===== src/rtl/sloth_eval_pkg.sv =====
// Shared types, constants and the LFSR/MISR step functions for the
// candidate evaluation driver.
package sloth_eval_pkg;

  localparam int W = 16;
  localparam logic [W-1:0] SEED_DEFAULT = 16'hACE1;

  // Feedback taps at bits 15, 13, 12 and 10 for both the generator and the compactor.
  localparam logic [W-1:0] LFSR_TAPS = 16'hB400;
  localparam logic [W-1:0] MISR_TAPS = 16'hB400;

  typedef enum logic [1:0] {
    IDLE = 2'd0,
    RUN  = 2'd1,
    DONE = 2'd2
  } state_t;

  function automatic logic [W-1:0] lfsr_step(input logic [W-1:0] s);
    return {s[W-2:0], ^(s & LFSR_TAPS)};
  endfunction

  function automatic logic [W-1:0] misr_step(
    input logic [W-1:0] sig,
    input logic [W-1:0] y3,
    input logic [W-1:0] y2,
    input logic [W-1:0] y1,
    input logic [W-1:0] y0
  );
    logic [W-1:0] folded;
    folded = y3 ^ {y2[W-2:0], y2[W-1]} ^ {y1[W-3:0], y1[W-1:W-2]} ^ {y0[W-4:0], y0[W-1:W-3]};
    return {sig[W-2:0], ^(sig & MISR_TAPS)} ^ folded;
  endfunction

endpackage


===== src/rtl/sloth_eval_driver_lfsr4.sv =====
// Operand generator: advances the LFSR four steps per cycle and registers
// the four intermediate states as one operand vector.
module sloth_lfsr4
  import sloth_eval_pkg::*;
(
  input  logic         clk,
  input  logic         rst_n,
  input  logic         load,
  input  logic         step,
  input  logic [W-1:0] seed_val,
  output logic [W-1:0] a1,
  output logic [W-1:0] a0,
  output logic [W-1:0] b1,
  output logic [W-1:0] b0
);

  logic [W-1:0] s_reg;
  logic [W-1:0] chain [0:4];

  assign chain[0] = load ? seed_val : s_reg;

  generate
    for (genvar gi = 0; gi < 4; gi++) begin : g_step
      assign chain[gi+1] = lfsr_step(chain[gi]);
    end
  endgenerate

  always_ff @(posedge clk or negedge rst_n) begin
    if (!rst_n) begin
      s_reg <= '0;
      a0    <= '0;
      a1    <= '0;
      b0    <= '0;
      b1    <= '0;
    end else if (load || step) begin
      a0    <= chain[1];
      a1    <= chain[2];
      b0    <= chain[3];
      b1    <= chain[4];
      s_reg <= chain[4];
    end
  end

endmodule


===== src/rtl/sloth_eval_driver.sv =====
// Evaluation harness: drives pseudo-random vectors into one candidate and
// compacts its responses into a MISR signature.
module sloth_eval_driver
  import sloth_eval_pkg::*;
(
  input  logic         clk,
  input  logic         rst_n,
  input  logic         start,
  input  logic         abort,
  input  logic [W-1:0] n_vectors,
  input  logic [W-1:0] seed,
  output logic [W-1:0] a1,
  output logic [W-1:0] a0,
  output logic [W-1:0] b1,
  output logic [W-1:0] b0,
  input  logic [W-1:0] y3,
  input  logic [W-1:0] y2,
  input  logic [W-1:0] y1,
  input  logic [W-1:0] y0,
  output logic         busy,
  output logic         done,
  output logic [W-1:0] vec_count,
  output logic [W-1:0] signature
);

  state_t       state_reg, state_next;
  logic [W-1:0] n_reg, n_next;
  logic [W-1:0] cnt_reg, cnt_next;
  logic [W-1:0] sig_reg, sig_next;
  logic [W-1:0] cnt_inc;
  logic [W-1:0] seed_val;
  logic         gen_load, gen_step;

  assign seed_val = (seed == '0) ? SEED_DEFAULT : seed;
  assign cnt_inc  = cnt_reg + 16'd1;

  sloth_lfsr4 u_gen (
    .clk      (clk),
    .rst_n    (rst_n),
    .load     (gen_load),
    .step     (gen_step),
    .seed_val (seed_val),
    .a1       (a1),
    .a0       (a0),
    .b1       (b1),
    .b0       (b0)
  );

  always_ff @(posedge clk or negedge rst_n) begin
    if (!rst_n) begin
      state_reg <= IDLE;
      n_reg     <= '0;
      cnt_reg   <= '0;
      sig_reg   <= '0;
    end else begin
      state_reg <= state_next;
      n_reg     <= n_next;
      cnt_reg   <= cnt_next;
      sig_reg   <= sig_next;
    end
  end

  always_comb begin
    state_next = state_reg;
    n_next     = n_reg;
    cnt_next   = cnt_reg;
    sig_next   = sig_reg;
    gen_load   = 1'b0;
    gen_step   = 1'b0;
    case (state_reg)
      IDLE, DONE: begin
        if (start) begin
          cnt_next = '0;
          sig_next = '0;
          n_next   = n_vectors;
          if (n_vectors != '0) begin
            gen_load   = 1'b1;
            state_next = RUN;
          end else begin
            state_next = DONE;
          end
        end
      end
      RUN: begin
        // Abort wins over absorbing the vector currently on the operands.
        if (abort) begin
          state_next = IDLE;
        end else begin
          sig_next = misr_step(sig_reg, y3, y2, y1, y0);
          cnt_next = cnt_inc;
          if (cnt_inc == n_reg) begin
            state_next = DONE;
          end else begin
            gen_step = 1'b1;
          end
        end
      end
      default: state_next = IDLE;
    endcase
  end

  assign busy      = (state_reg == RUN);
  assign done      = (state_reg == DONE);
  assign vec_count = cnt_reg;
  assign signature = sig_reg;

endmodule


===== config.mk =====
export PLATFORM = sky130hd
export DESIGN_NAME = sloth_eval_driver
export DESIGN_NICKNAME = d
export VERILOG_FILES = /design/src/rtl/sloth_eval_pkg.sv /design/src/rtl/sloth_eval_driver_lfsr4.sv /design/src/rtl/sloth_eval_driver.sv
export SDC_FILE = /design/constraint.sdc
export NUM_CORES = 1
export LEC_CHECK = 0
export CORE_MARGIN = 5
export CORE_UTILIZATION = 40
export DETAILED_ROUTE_END_ITERATION = 8
export HOLD_SLACK_MARGIN = 0.15
export PLACE_DENSITY = 0.87
export SLEW_MARGIN = 20
export SYNTH_ARGS = -nofsm -noshare
export SYNTH_HDL_FRONTEND = slang
export SYNTH_SLANG_ARGS = --single-unit
export TNS_END_PERCENT = 20

===== constraint.sdc =====
create_clock -name clk -period 3.3 [get_ports clk]
set_input_delay 0.66 -clock clk [delete_from_list [all_inputs] [get_ports clk]]
set_output_delay 0.66 -clock clk [all_outputs]
set_load 0.01 [all_outputs]

# ---- Word-level counts from Yosys, hierarchy flattened
# Index checks and enable logic that the tools add are counted.
dict set report classes {
  reduce_logical 14
  addsub 1
  eq_ne 6
  mux 18
  bitwise 4
}
# op n
set ops {}
lappend ops {{$mux 16} 5}
lappend ops {{$reduce_xor 16->1} 5}
lappend ops {{$pmux 16 s2} 2}
lappend ops {{$xor 16x16->16} 4}
lappend ops {{$add 16x1->16 const B} 1}
lappend ops {{$eq 16x16->1} 1}
lappend ops {{$logic_not 16->1} 1}
lappend ops {{$reduce_bool 16->1} 1}
lappend ops {{$mux 2} 4}
lappend ops {{$mux 1} 6}
lappend ops {{$ne 2x2->1 const B} 2}
lappend ops {{$pmux 2 s2} 1}
lappend ops {{$reduce_and 2->1} 2}
lappend ops {{$ne 3x2->1 const B} 1}
lappend ops {{$reduce_and 3->1} 1}
lappend ops {{$eq 2x1->1 const B} 1}
lappend ops {{$eq 2x2->1 const B} 1}
lappend ops {{$logic_not 2->1} 1}
lappend ops {{$reduce_bool 2->1} 1}
lappend ops {{$reduce_or 2->1} 1}
lappend ops {{$logic_or 1x1->1} 1}
dict set report word_totals {
  ff_bits 114
  output_inout_bits 98
  in_bits 100
  word_cells 51
}

# ---- Logic depth before layout (Yosys ltp)
# Gate-level depths: netlist of run 1.
dict set report logic_depth {
  word_depth 6
  depth_mapped 9
}

# ---- Cells and area by module
# A second synthesis of run 1 with hierarchy kept.
dict set report unflattened {
  cells_unflattened 521
  hier_area_um2 4904.7
}
# module seq_area_each_um2 cells_each area_per_inst_um2 n_inst
set by_module_without_submodules {}
lappend by_module_without_submodules {sloth_eval_driver 1251.2 372 3507.1 1}
lappend by_module_without_submodules {sloth_lfsr4 475.5 149 1397.6 1}

# ---- Least setup slack after synthesis of run 1
# No wires, ideal clock.
dict set report synth_timing {
  path_kind {register to register}
  from {register cnt_reg[0] (netlist: vec_count[0])}
  to {register u_gen.a1[10]}
  arrival_ps 2552
  required_ps 3168
  path_slack_ps 616
  period_less_slack_ps 2684
  path_stages_with_launch 10
  setup_time_ps 132
  cell_sequence {dfrtp_1 > ha_1 > nand3_1 > or4_1 > a221oi_2 > nand4_1 > o31a_1 > buf_6 > mux2i_1 > o21ai_1}
}
dict set report synth_via {
  elab_chain_cells 6
}
# item line_no
set synth_lines {}
lappend synth_lines {{start: declaration} sloth_eval_driver.sv:28} ;# logic [W-1:0] cnt_reg, cnt_next;
lappend synth_lines {{start signal: assignment} sloth_eval_driver.sv:58} ;# cnt_reg <= cnt_next;
lappend synth_lines {{$add 16x1->16} sloth_eval_driver.sv:35} ;# assign cnt_inc = cnt_reg + 16'd1;
lappend synth_lines {{$eq 16x16->1} sloth_eval_driver.sv:91} ;# if (cnt_inc == n_reg) begin
lappend synth_lines {{$mux 1} sloth_eval_driver.sv:91}
lappend synth_lines {{$mux 1} sloth_eval_driver.sv:86} ;# if (abort) begin
lappend synth_lines {{$mux 1} sloth_eval_driver.sv:70} ;# case (state_reg)
lappend synth_lines {{$logic_or 1x1->1} sloth_eval_driver_lfsr4.sv:35} ;# end else if (load || step) begin
lappend synth_lines {{end signal: assignment} sloth_eval_driver_lfsr4.sv:37} ;# a1 <= chain[2];
lappend synth_lines {{end: declaration} sloth_eval_driver_lfsr4.sv:11} ;# output logic [W-1:0] a1,
# No other way between the ends.
# A chain may end at the register's enable or synchronous reset.

# ---- Worst setup path after layout of run 1
dict set report layout_timing {
  from {register cnt_reg[0] (netlist: vec_count[0])}
  to {register u_gen.a0[15]}
}
dict set report layout_via {
  elab_chain_cells 6
}
# item line_no
set layout_lines {}
lappend layout_lines {{$add 16x1->16} sloth_eval_driver.sv:35}
lappend layout_lines {{$eq 16x16->1} sloth_eval_driver.sv:91}
lappend layout_lines {{$mux 1} sloth_eval_driver.sv:91}
lappend layout_lines {{$mux 1} sloth_eval_driver.sv:86}
lappend layout_lines {{$mux 1} sloth_eval_driver.sv:70}
lappend layout_lines {{$logic_or 1x1->1} sloth_eval_driver_lfsr4.sv:35}
lappend layout_lines {{end signal: assignment} sloth_eval_driver_lfsr4.sv:36} ;# a0 <= chain[1];
lappend layout_lines {{end: declaration} sloth_eval_driver_lfsr4.sv:12} ;# output logic [W-1:0] a0,
# No other way between the ends.

==> run_summary.xml, run 1 <==
<?xml version="1.0" encoding="UTF-8"?>
<metrics>
  <group name="setup_path">
    <metric name="cp-startpoint" unit="">vec_count[0]$_DFFE_PN0P_</metric>
    <metric name="crit_fanout" unit="">20</metric>
    <metric name="startpoint_type" unit="">flip-flop</metric>
    <metric name="worst_r2r_startpoint" unit="">vec_count[0]$_DFFE_PN0P_</metric>
    <metric name="cp_cell_instances" unit="">ha_1 &gt; nand3_1 &gt; or4_1 &gt; a221oi_2 &gt; nand4_1 &gt; o31a_4 &gt; mux2i_1 &gt; o21ai_1</metric>
    <metric name="cp_slowest_stage_delay" unit="ns">0.58</metric>
    <metric name="path_buf_inv" unit="">0</metric>
    <metric name="cp_slowest_cell" unit="">sky130_fd_sc_hd__or4_1</metric>
    <metric name="crit_required" unit="ns">3.50</metric>
    <metric name="worst_path_dominant_cell_family" unit="">simple AND/OR/NAND/NOR gates</metric>
    <metric name="ws_path_type" unit="">reg -&gt; reg</metric>
    <metric name="cp.arrival" unit="ns">3.27</metric>
    <metric name="critPathCaptureType" unit="">flip-flop</metric>
  </group>
  <group name="grt">
    <metric name="use_met3" unit="%">4.31</metric>
    <metric name="overflow" unit="">0</metric>
    <metric name="first_global_vias" unit="">4717</metric>
    <metric name="grt.met1_usage" unit="%">21.9</metric>
    <metric name="antenna_found_initial" unit="">0</metric>
    <metric name="first_pass_grt_wire_length" unit="microns">23000</metric>
    <metric name="grt_start_max_net_pins" unit="">49</metric>
    <metric name="grt_usage" unit="%">19.8</metric>
    <metric name="grt-busiest-layer" unit="">met2</metric>
    <metric name="gr-usage-met2" unit="%">35.5</metric>
  </group>
  <group name="finish">
    <metric name="commonest_non_fill_non_tap_cells_in_the_layout" unit="">sky130_fd_sc_hd__clkdlybuf4s50_1 (196), sky130_fd_sc_hd__xnor2_1 (77), sky130_fd_sc_hd__dfrtp_1 (69)</metric>
    <metric name="num_antenna_cells" unit="">0</metric>
    <metric name="multiInputGateArea" unit="sq mm">0.00257</metric>
    <metric name="drive_gt1_share" unit="%">7.94</metric>
    <metric name="final_net_count" unit="">776</metric>
    <metric name="final-seq-area" unit="sq mm">0.00173</metric>
    <metric name="layout_commonest_cell" unit="">sky130_fd_sc_hd__clkdlybuf4s50_1</metric>
    <metric name="filler_cell_count" unit="">949</metric>
    <metric name="areaGrowthSynthToFinish" unit="%">44.8</metric>
  </group>
  <group name="clock_network">
    <metric name="ctsResizeCount" unit="">0</metric>
    <metric name="largest_buffer_count_on_any_clock_path" unit="">2</metric>
    <metric name="clock_sinks" unit="">69</metric>
    <metric name="path_clk_slew" unit="ns">0.06</metric>
    <metric name="hold_bufs_inserted_after_cts" unit="">0</metric>
    <metric name="clk-insertion-delay-late" unit="ns">0.33</metric>
    <metric name="clock_tree.htree_level_count" unit="">3</metric>
    <metric name="cts_tree" unit="">done</metric>
    <metric name="number_of_buffers_created_by_cts" unit="">9</metric>
    <metric name="post-cts-setup-buffer-count" unit="">0</metric>
    <metric name="clock_tree.root_cell" unit="">sky130_fd_sc_hd__clkbuf_16</metric>
  </group>
  <group name="power">
    <metric name="power_density" unit="mW/mm^2">649</metric>
    <metric name="total_leakage_power" unit="nW">2.62</metric>
    <metric name="vdd_ir_drop_max" unit="mV">0.336</metric>
  </group>
  <group name="run">
    <metric name="maxCapViolations" unit="">0</metric>
  </group>
  <group name="sta">
    <metric name="fmax" unit="MHz">327</metric>
    <metric name="fin_tns_setup" unit="ns">0</metric>
    <metric name="slew_headroom" unit="%">58.8</metric>
    <metric name="final_hold_viol_count" unit="">0</metric>
    <metric name="worst-slew-pin-transition" unit="ns">0.612</metric>
    <metric name="portion_of_the_clock_cycle_consumed_by_the_worst_path_in_the_final_layout" unit="%">92.7</metric>
    <metric name="drv_slew" unit="">0</metric>
    <metric name="rsz0062_at_grt" unit="">no</metric>
    <metric name="min_period" unit="ns">3.06</metric>
    <metric name="holdWs" unit="ns">0.332</metric>
    <metric name="final-setup-viol-count" unit="">0</metric>
    <metric name="worst_clock_skew" unit="ns">0.00832</metric>
  </group>
  <group name="synthesis">
    <metric name="synth_warnings" unit="">0</metric>
    <metric name="syn_area" unit="sq mm">0.00474</metric>
    <metric name="postSynthRegisterBits" unit="">69</metric>
    <metric name="synth_top_cell_by_area" unit="">sky130_fd_sc_hd__dfrtp_1</metric>
    <metric name="synth_nets" unit="">625</metric>
    <metric name="synthMuxAreaShare" unit="%">5.30</metric>
    <metric name="syn-instance-count" unit="">524</metric>
    <metric name="post-synth-top-area-fraction" unit="%">36.4</metric>
    <metric name="syn_avg_cell_area" unit="sq um">9.05</metric>
    <metric name="synth.top_cells.by_area" unit="">sky130_fd_sc_hd__dfrtp_1 (36%), sky130_fd_sc_hd__xnor2_1 (14%), sky130_fd_sc_hd__buf_4 (7.1%)</metric>
    <metric name="adder_cell_fraction_of_synth_area" unit="%">0.264</metric>
    <metric name="ys_seq_area_share" unit="%">36.4</metric>
    <metric name="simple_logic_cell_fraction_of_the_synthesized_area" unit="%">15.3</metric>
    <metric name="synth_compound_area_share" unit="%">13.6</metric>
    <metric name="synth_xor_area_share" unit="%">19.3</metric>
    <metric name="synth_top_family_by_area" unit="">XOR/XNOR gates</metric>
    <metric name="yosysUniqueCellTypes" unit="">48</metric>
  </group>
  <group name="die">
    <metric name="top_level_ports" unit="">198</metric>
    <metric name="fp.coreArea" unit="sq mm">0.0115</metric>
    <metric name="chipWidth" unit="microns">119</metric>
    <metric name="die_y_extent" unit="microns">119</metric>
    <metric name="design.die.area" unit="sq mm">0.0141</metric>
    <metric name="placementRows" unit="">39</metric>
    <metric name="floorplan.initialDensity" unit="%">41.2</metric>
  </group>
  <group name="min_path">
    <metric name="hold_path_class" unit="">in -&gt; async</metric>
  </group>
  <group name="routing">
    <metric name="avgViaCountPerCell" unit="">5.52</metric>
    <metric name="vias" unit="">4543</metric>
    <metric name="firstDrtPassIters" unit="">5</metric>
    <metric name="totalWireLength" unit="microns">14100</metric>
    <metric name="wl_per_cell" unit="microns">17.2</metric>
    <metric name="detail_route.iter0.violations" unit="">285</metric>
    <metric name="final_antenna_net_count" unit="">0</metric>
    <metric name="drc_viols" unit="">0</metric>
  </group>
  <group name="run_status">
    <metric name="result_of_the_run" unit="">completed</metric>
  </group>
  <group name="place">
    <metric name="io_buffers" unit="">197</metric>
    <metric name="place.detailed.hpwl" unit="microns">11200</metric>
    <metric name="gp_congestion" unit="">0.934</metric>
  </group>
</metrics>
layout make-up:
| type | count | area share (%) |
|---|---|---|
| clock inverters | 7 | 1.18 |
| flip-flops and latches | 69 | 25.2 |
| well taps | 143 | 2.61 |
| repair buffers | 210 | 30.1 |
| clock buffers | 9 | 3.28 |
| multi-input cells | 379 | 37.4 |
| inverters | 6 | 0.328 |
per-layer routing:
metal  routed length [microns]  up-vias
li1                          -     2104
met1                      5200     2156
met2                      7230      237
met3                      1080       46
met4                       622        0
met5                         0        -
through the flow:
stage / util [%] / cells / power [mW] / worst slack, ns / area (sq um)
final: 59.6 / 823 / 4.46 / 0.239 / 6870
after global routing: 59.6 / 823 / 4.71 / 0.0629 / 6870
after CTS: 59.5 / 823 / 4.49 / 0.0963 / 6860
after detailed placement: 56.9 / 807 / 3.48 / 0.129 / 6550
after global placement: 56.9 / 807 / 3.41 / 0.306 / 6550
after floorplan: - / 524 / 2.61 / 0.616 / 4740
worst reg2reg max path, stage by stage, from the launching register on:
cell,delay (ns)
sky130_fd_sc_hd__dfrtp_1,0.45
sky130_fd_sc_hd__ha_1,0.35
sky130_fd_sc_hd__nand3_1,0.24
sky130_fd_sc_hd__or4_1,0.58
sky130_fd_sc_hd__a221oi_2,0.30
sky130_fd_sc_hd__nand4_1,0.24
sky130_fd_sc_hd__o31a_4,0.50
sky130_fd_sc_hd__mux2i_1,0.19
sky130_fd_sc_hd__o21ai_1,0.08
Yosys cell counts (all sizes together):
cell	number
xnor2	77
dfrtp	69
buf	55
o21ai	54
nor2	35
nand2	32
xor2	25
nand3	21
mux2	17
nor3	16
clkbuf	15
a21oi	14
nor4	11
o22ai	11
nand4	8
a211oi	6
inv	6
mux2i	6
o31ai	6
a221oi	5
nand2b	5
nor2b	5
and2	4
a31oi	3
nor4b	2
or3	2
a21boi	1
a22o	1
a32o	1
a41o	1
a41oi	1
and3	1
ha	1
nand3b	1
nor3b	1
o211ai	1
o31a	1
o41ai	1
or4	1
xnor3	1
final timing paths:
| path | to | slack, ns | cells after the start |
|---|---|---|---|
| min in group clk | state_reg[1]$_DFFE_PN0P_ | 0.52 | 1 |
| worst min register to register | state_reg[1]$_DFFE_PN0P_ | 0.52 | 1 |
| worst max-delay path | u_gen.a0[15]$_DFFE_PN0P_ | 0.24 | 8 |
| worst min-delay path | u_gen.a1[5]$_DFFE_PN0P_ | 0.33 | 1 |
| max in group asynchronous | signature[7]$_DFFE_PN0P_ | 2.16 | 2 |
| worst max register to register | u_gen.a0[15]$_DFFE_PN0P_ | 0.24 | 8 |
logic make-up (layout without fill, tap and decap cells):
kind of cell               Yosys count  after routing
AOI/OAI and AO/OA                  107            107
and+or+nand+nor                    145            145
xor gates and xnor gates           103            103
adders and majority gates            1              1
buffers and inverters               76            232
muxes                               23             23
DFF                                 69             69
power by group:
| part | total, mW | switching, mW | internal (mW) |
|---|---|---|---|
| Combinational | 2.08 | 0.863 | 1.21 |
| Clock | 0.991 | 0.396 | 0.595 |
| Sequential | 1.39 | 0.333 | 1.06 |
(Power assumes the default switching activity.)
==> run 2: changes to the inputs <==
- SKIP_LAST_GASP: not set -> 1
- SLEW_MARGIN: 20 -> not set
==> run_summary.xml, run 2 (same netlist as run 1, synthesis figures left out) <==
<?xml version="1.0" encoding="UTF-8"?>
<metrics>
  <group name="run_status">
    <metric name="result_of_the_run" unit="">completed</metric>
  </group>
  <group name="sta">
    <metric name="slew_headroom" unit="%">57.3</metric>
    <metric name="fmax" unit="MHz">321</metric>
    <metric name="portion_of_the_clock_cycle_consumed_by_the_worst_path_in_the_final_layout" unit="%">94.5</metric>
    <metric name="final-setup-viol-count" unit="">0</metric>
    <metric name="final_hold_viol_count" unit="">0</metric>
    <metric name="worst_clock_skew" unit="ns">0.00833</metric>
    <metric name="drv_slew" unit="">0</metric>
    <metric name="rsz0062_at_grt" unit="">yes</metric>
    <metric name="worst-slew-pin-transition" unit="ns">0.634</metric>
    <metric name="min_period" unit="ns">3.12</metric>
  </group>
  <group name="place">
    <metric name="gp_congestion" unit="">0.934</metric>
    <metric name="io_buffers" unit="">197</metric>
    <metric name="place.detailed.hpwl" unit="microns">11200</metric>
    <metric name="place_inst" unit="">807</metric>
  </group>
  <group name="finish">
    <metric name="filler_cell_count" unit="">950</metric>
    <metric name="areaGrowthSynthToFinish" unit="%">44.6</metric>
    <metric name="final_net_count" unit="">776</metric>
    <metric name="layout_commonest_cell" unit="">sky130_fd_sc_hd__clkdlybuf4s50_1</metric>
    <metric name="utilization" unit="%">59.6</metric>
    <metric name="num_antenna_cells" unit="">0</metric>
    <metric name="drive_gt1_share" unit="%">7.94</metric>
    <metric name="commonest_non_fill_non_tap_cells_in_the_layout" unit="">sky130_fd_sc_hd__clkdlybuf4s50_1 (196), sky130_fd_sc_hd__xnor2_1 (77), sky130_fd_sc_hd__dfrtp_1 (69)</metric>
    <metric name="final_cells" unit="">823</metric>
  </group>
  <group name="routing">
    <metric name="final_antenna_net_count" unit="">0</metric>
    <metric name="topRoutingLayerUsed" unit="">met4</metric>
    <metric name="avgViaCountPerCell" unit="">5.54</metric>
    <metric name="met3_length" unit="microns">1120</metric>
    <metric name="met2_wirelength" unit="microns">7260</metric>
    <metric name="detail_route.iter0.violations" unit="">278</metric>
    <metric name="wirelength_met1" unit="microns">5160</metric>
    <metric name="totalWireLength" unit="microns">14200</metric>
    <metric name="wl_per_cell" unit="microns">17.2</metric>
    <metric name="firstDrtPassIters" unit="">5</metric>
    <metric name="vias" unit="">4559</metric>
    <metric name="drc_viols" unit="">0</metric>
  </group>
  <group name="clock_network">
    <metric name="number_of_buffers_created_by_cts" unit="">9</metric>
    <metric name="largest_buffer_count_on_any_clock_path" unit="">2</metric>
    <metric name="clock_sinks" unit="">69</metric>
    <metric name="clock_tree.htree_level_count" unit="">3</metric>
    <metric name="cts_tree" unit="">done</metric>
    <metric name="clk-insertion-delay-late" unit="ns">0.33</metric>
    <metric name="clock_tree.root_cell" unit="">sky130_fd_sc_hd__clkbuf_16</metric>
    <metric name="post-cts-setup-buffer-count" unit="">0</metric>
    <metric name="path_clk_slew" unit="ns">0.06</metric>
  </group>
  <group name="power">
    <metric name="clockPowerShare" unit="%">22.2</metric>
    <metric name="share_seq_of_total_power" unit="%">31.2</metric>
    <metric name="total_leakage_power" unit="nW">2.61</metric>
    <metric name="cellInternalPower" unit="mW">2.86</metric>
    <metric name="total_switching_power" unit="mW">1.59</metric>
    <metric name="vdd_ir_drop_max" unit="mV">0.336</metric>
    <metric name="sw_frac_of_total" unit="%">35.8</metric>
    <metric name="comb_pwr_share" unit="%">46.6</metric>
    <metric name="power_density" unit="mW/mm^2">650</metric>
  </group>
  <group name="die">
    <metric name="fp.coreArea" unit="sq mm">0.0115</metric>
    <metric name="top_level_ports" unit="">198</metric>
    <metric name="floorplan.initialDensity" unit="%">41.2</metric>
    <metric name="chipWidth" unit="microns">119</metric>
    <metric name="die_y_extent" unit="microns">119</metric>
    <metric name="placementRows" unit="">39</metric>
    <metric name="design.die.area" unit="sq mm">0.0141</metric>
  </group>
  <group name="grt">
    <metric name="first_global_vias" unit="">4717</metric>
    <metric name="antenna_found_initial" unit="">0</metric>
    <metric name="grt_usage" unit="%">19.8</metric>
    <metric name="first_pass_grt_wire_length" unit="microns">23000</metric>
    <metric name="grt_start_max_net_pins" unit="">49</metric>
    <metric name="overflow" unit="">0</metric>
  </group>
  <group name="setup_path">
    <metric name="cp.arrival" unit="ns">3.32</metric>
    <metric name="critPathCaptureType" unit="">flip-flop</metric>
    <metric name="timing.reg2reg.setup_slack" unit="ns">0.18</metric>
    <metric name="worstReg2RegEnd" unit="">u_gen.a0[15]$_DFFE_PN0P_</metric>
    <metric name="crit_fanout" unit="">20</metric>
    <metric name="startpoint_type" unit="">flip-flop</metric>
    <metric name="crit_required" unit="ns">3.50</metric>
    <metric name="ws_path_type" unit="">reg -&gt; reg</metric>
    <metric name="worst_r2r_startpoint" unit="">vec_count[0]$_DFFE_PN0P_</metric>
    <metric name="worst-r2r-cell-count" unit="">8</metric>
  </group>
  <group name="run">
    <metric name="maxCapViolations" unit="">0</metric>
  </group>
  <group name="min_path">
    <metric name="hold_path_class" unit="">in -&gt; async</metric>
  </group>
</metrics>
[run 2: power by group through the flow]
stage | sequential, mW | clock [mW] | combinational (mW)
after global placement | 1.39 | 0 | 2.02
after CTS | 1.39 | 1.00 | 2.09
after floorplan | 1.37 | 0 | 1.24
final | 1.39 | 0.991 | 2.08
after global routing | 1.43 | 1.04 | 2.24
after detailed placement | 1.40 | 0 | 2.08
[run 2: per-stage QoR]
stage | setup slack, ns | TNS [ns] | area [sq um] | hold slack [ns] | total power [mW]
floorplan | 0.616 | 0 | 4740 | 0.364 | 2.61
global placement | 0.306 | 0 | 6550 | 0.485 | 3.41
detailed placement | 0.129 | 0 | 6550 | 0.503 | 3.48
CTS | 0.0963 | 0 | 6860 | 0.348 | 4.49
global route | -0.00578 | -0.00578 | 6860 | 0.379 | 4.71
finish | 0.182 | 0 | 6860 | 0.330 | 4.46
[run 2: worst max-delay path by stage]
| stage | from | to | cells past startpoint |
|---|---|---|---|
| 2_1_floorplan | vec_count[0]$_DFFE_PN0P_ | u_gen.a1[10]$_DFFE_PN0P_ | 9 |
| 3_3_place_gp | vec_count[0]$_DFFE_PN0P_ | u_gen.a1[13]$_DFFE_PN0P_ | 8 |
| 3_5_place_dp | vec_count[0]$_DFFE_PN0P_ | u_gen.a1[13]$_DFFE_PN0P_ | 8 |
| 4_1_cts | vec_count[0]$_DFFE_PN0P_ | u_gen.a1[13]$_DFFE_PN0P_ | 8 |
| 5_1_grt | vec_count[0]$_DFFE_PN0P_ | u_gen.a0[15]$_DFFE_PN0P_ | 8 |
| 6_report | vec_count[0]$_DFFE_PN0P_ | u_gen.a0[15]$_DFFE_PN0P_ | 8 |
[run 2: layout make-up]
class / count / area (sq um) / share of cell area (%)
repair buffers: 210 / 2060 / 30.1
inverters: 6 / 22.5 / 0.328
clock inverters: 7 / 81.3 / 1.19
clock buffers: 9 / 225 / 3.28
multi-input cells: 379 / 2560 / 37.3
flip-flops and latches: 69 / 1730 / 25.2
well taps: 143 / 179 / 2.61
[run 2: repair_timing]
item	4_1_cts	5_1_grt
setup endpoints to repair	0	14
gates resized for setup	0	1
hold buffers	0	0
[run 2: worst max-delay path: stages, from the launching register on]
cell and delay (ns):
sky130_fd_sc_hd__dfrtp_1 0.45, sky130_fd_sc_hd__ha_1 0.35, sky130_fd_sc_hd__nand3_1 0.24, sky130_fd_sc_hd__or4_1 0.58, sky130_fd_sc_hd__a221oi_2 0.30, sky130_fd_sc_hd__nand4_1 0.21, sky130_fd_sc_hd__o31a_2 0.55, sky130_fd_sc_hd__mux2i_1 0.21
sky130_fd_sc_hd__o21ai_1 0.08
[run 2: metal layers]
layer / global-route usage [%] / up-vias
li1: - / 2101
met1: 21.9 / 2169
met2: 35.5 / 240
met3: 4.31 / 49
met4: 10.4 / 0
met5: 0 / -
==> run 3: changes to the inputs <==
- PLACE_DENSITY: 0.87 -> 0.72
==> run_summary.xml, run 3 (same netlist as run 1, synthesis figures left out) <==
<?xml version="1.0" encoding="UTF-8"?>
<metrics>
  <group name="routing">
    <metric name="detail_route.iter0.violations" unit="">196</metric>
    <metric name="final_antenna_net_count" unit="">0</metric>
    <metric name="wl_per_cell" unit="microns">17.4</metric>
    <metric name="totalWireLength" unit="microns">14400</metric>
    <metric name="avgViaCountPerCell" unit="">5.37</metric>
    <metric name="drc_viols" unit="">0</metric>
    <metric name="firstDrtPassIters" unit="">5</metric>
    <metric name="vias" unit="">4430</metric>
  </group>
  <group name="sta">
    <metric name="final-setup-viol-count" unit="">0</metric>
    <metric name="portion_of_the_clock_cycle_consumed_by_the_worst_path_in_the_final_layout" unit="%">93.5</metric>
    <metric name="rsz0062_at_grt" unit="">no</metric>
    <metric name="fmax" unit="MHz">324</metric>
    <metric name="fin_tns_setup" unit="ns">0</metric>
    <metric name="slew_headroom" unit="%">37.8</metric>
    <metric name="drv_slew" unit="">0</metric>
    <metric name="min_period" unit="ns">3.09</metric>
    <metric name="final_hold_viol_count" unit="">0</metric>
    <metric name="worst-slew-pin-transition" unit="ns">0.932</metric>
    <metric name="worst_clock_skew" unit="ns">0.00801</metric>
  </group>
  <group name="power">
    <metric name="clockPowerShare" unit="%">22.1</metric>
    <metric name="comb_pwr_share" unit="%">46.5</metric>
    <metric name="total_leakage_power" unit="nW">2.63</metric>
    <metric name="share_seq_of_total_power" unit="%">31.4</metric>
    <metric name="sw_frac_of_total" unit="%">35.0</metric>
    <metric name="power_density" unit="mW/mm^2">643</metric>
    <metric name="vdd_ir_drop_max" unit="mV">0.271</metric>
    <metric name="total_switching_power" unit="mW">1.55</metric>
    <metric name="cellInternalPower" unit="mW">2.88</metric>
  </group>
  <group name="run_status">
    <metric name="result_of_the_run" unit="">completed</metric>
  </group>
  <group name="grt">
    <metric name="grt_start_max_net_pins" unit="">40</metric>
    <metric name="first_pass_grt_wire_length" unit="microns">23100</metric>
    <metric name="antenna_found_initial" unit="">0</metric>
    <metric name="grt_usage" unit="%">20.1</metric>
    <metric name="overflow" unit="">0</metric>
    <metric name="first_global_vias" unit="">4594</metric>
  </group>
  <group name="finish">
    <metric name="commonest_non_fill_non_tap_cells_in_the_layout" unit="">sky130_fd_sc_hd__clkdlybuf4s50_1 (196), sky130_fd_sc_hd__xnor2_1 (77), sky130_fd_sc_hd__dfrtp_1 (69)</metric>
    <metric name="num_antenna_cells" unit="">0</metric>
    <metric name="final_net_count" unit="">778</metric>
    <metric name="final-seq-area" unit="sq mm">0.00173</metric>
    <metric name="finished_layout_cell_area" unit="sq mm">0.00688</metric>
    <metric name="multiInputGateArea" unit="sq mm">0.00256</metric>
    <metric name="filler_cell_count" unit="">1005</metric>
    <metric name="areaGrowthSynthToFinish" unit="%">45.1</metric>
    <metric name="layout_commonest_cell" unit="">sky130_fd_sc_hd__clkdlybuf4s50_1</metric>
    <metric name="drive_gt1_share" unit="%">8.06</metric>
    <metric name="final_cells" unit="">825</metric>
  </group>
  <group name="setup_path">
    <metric name="cp_cell_instances" unit="">ha_1 &gt; nand3_1 &gt; or4_1 &gt; a221oi_2 &gt; nand4_1 &gt; o31a_2 &gt; nor2_4 &gt; o22ai_1</metric>
    <metric name="cp_slowest_cell" unit="">sky130_fd_sc_hd__or4_1</metric>
    <metric name="critPathCaptureType" unit="">flip-flop</metric>
    <metric name="cp.arrival" unit="ns">3.28</metric>
    <metric name="ws_path_type" unit="">reg -&gt; reg</metric>
    <metric name="timing.reg2reg.setup_slack" unit="ns">0.21</metric>
    <metric name="cp_slowest_stage_delay" unit="ns">0.59</metric>
    <metric name="startpoint_type" unit="">flip-flop</metric>
    <metric name="worst_r2r_startpoint" unit="">vec_count[0]$_DFFE_PN0P_</metric>
    <metric name="crit_required" unit="ns">3.50</metric>
    <metric name="crit_fanout" unit="">20</metric>
    <metric name="cp-startpoint" unit="">vec_count[0]$_DFFE_PN0P_</metric>
  </group>
  <group name="die">
    <metric name="fp.coreArea" unit="sq mm">0.0115</metric>
    <metric name="chipWidth" unit="microns">119</metric>
    <metric name="top_level_ports" unit="">198</metric>
    <metric name="floorplan.initialDensity" unit="%">41.2</metric>
    <metric name="die_y_extent" unit="microns">119</metric>
    <metric name="placementRows" unit="">39</metric>
    <metric name="design.die.area" unit="sq mm">0.0141</metric>
  </group>
  <group name="clock_network">
    <metric name="largest_buffer_count_on_any_clock_path" unit="">2</metric>
    <metric name="path_clk_slew" unit="ns">0.06</metric>
    <metric name="number_of_buffers_created_by_cts" unit="">9</metric>
    <metric name="cts_tree" unit="">done</metric>
    <metric name="clock_tree.htree_level_count" unit="">3</metric>
    <metric name="hold_bufs_inserted_after_cts" unit="">0</metric>
    <metric name="clk-insertion-delay-late" unit="ns">0.33</metric>
    <metric name="clock_tree.root_cell" unit="">sky130_fd_sc_hd__clkbuf_16</metric>
    <metric name="clock_sinks" unit="">69</metric>
  </group>
  <group name="place">
    <metric name="placement.cell_area" unit="sq mm">0.00658</metric>
    <metric name="place.detailed.hpwl" unit="microns">11300</metric>
    <metric name="gp_congestion" unit="">0.915</metric>
    <metric name="place_inst" unit="">809</metric>
    <metric name="io_buffers" unit="">197</metric>
  </group>
  <group name="run">
    <metric name="maxCapViolations" unit="">0</metric>
  </group>
  <group name="min_path">
    <metric name="hold_path_class" unit="">in -&gt; async</metric>
  </group>
</metrics>
[run 3: routing by layer]
layer	GRT usage (%)	share of wire, %	vias to the layer above	wire [microns]
met5	0	0	-	0
met4	5.87	1.7	0	237
met3	6.59	8.5	20	1220
met2	35.5	50	208	7170
met1	23.2	40	2110	5720
li1	-	-	2092	-
[run 3: worst max-delay path, delay by kind of cell, from the launching register on]
family,cells,cell delay (ns)
AOI/OAI and AO/OA,3,0.93
adders and majority gates,1,0.34
DFF,1,0.45
and+or+nand+nor,4,1.23
[run 3: cell type report]
class,count,area share (%)
flip-flops and latches,69,25.1
multi-input cells,379,37.2
clock inverters,5,0.873
well taps,143,2.60
clock buffers,11,3.53
repair buffers,212,30.4
inverters,6,0.327
[run 3: power groups by stage]
stage | Sequential [mW] | Clock [mW] | Combinational, mW
after global placement | 1.40 | 0 | 2.04
final | 1.39 | 0.977 | 2.06
after CTS | 1.40 | 0.991 | 2.08
after floorplan | 1.37 | 0 | 1.24
after global routing | 1.43 | 1.04 | 2.23
after detailed placement | 1.41 | 0 | 2.08
[run 3: worst paths after layout]
kind                                             to  depth (start not counted)
min in group clk               n_reg[2]$_DFFE_PN0P_                          1
min                        signature[9]$_DFFE_PN0P_                          1
min reg2reg                    n_reg[2]$_DFFE_PN0P_                          1
max                        u_gen.a1[13]$_DFFE_PN0P_                          8
max in group asynchronous  vec_count[8]$_DFFE_PN0P_                          2
max reg2reg                u_gen.a1[13]$_DFFE_PN0P_                          8
[run 3: through the flow]
stage          hold slack, ns  setup WS [ns]  power, mW  util [%]
5_1_grt                 0.540         0.0433       4.71      59.8
3_3_place_gp            0.511          0.306       3.44      57.1
2_1_floorplan           0.364          0.616       2.61         -
3_5_place_dp            0.514          0.139       3.48      57.1
6_report                0.465          0.214       4.43      59.8
4_1_cts                 0.492          0.118       4.47      59.7
[run 3: what timing repair did]
item	4_1_cts	5_1_grt
endpoints found under the hold margin	0	0
endpoints found under the setup margin	0	14
resized for setup	0	1
setup buffers	0	0
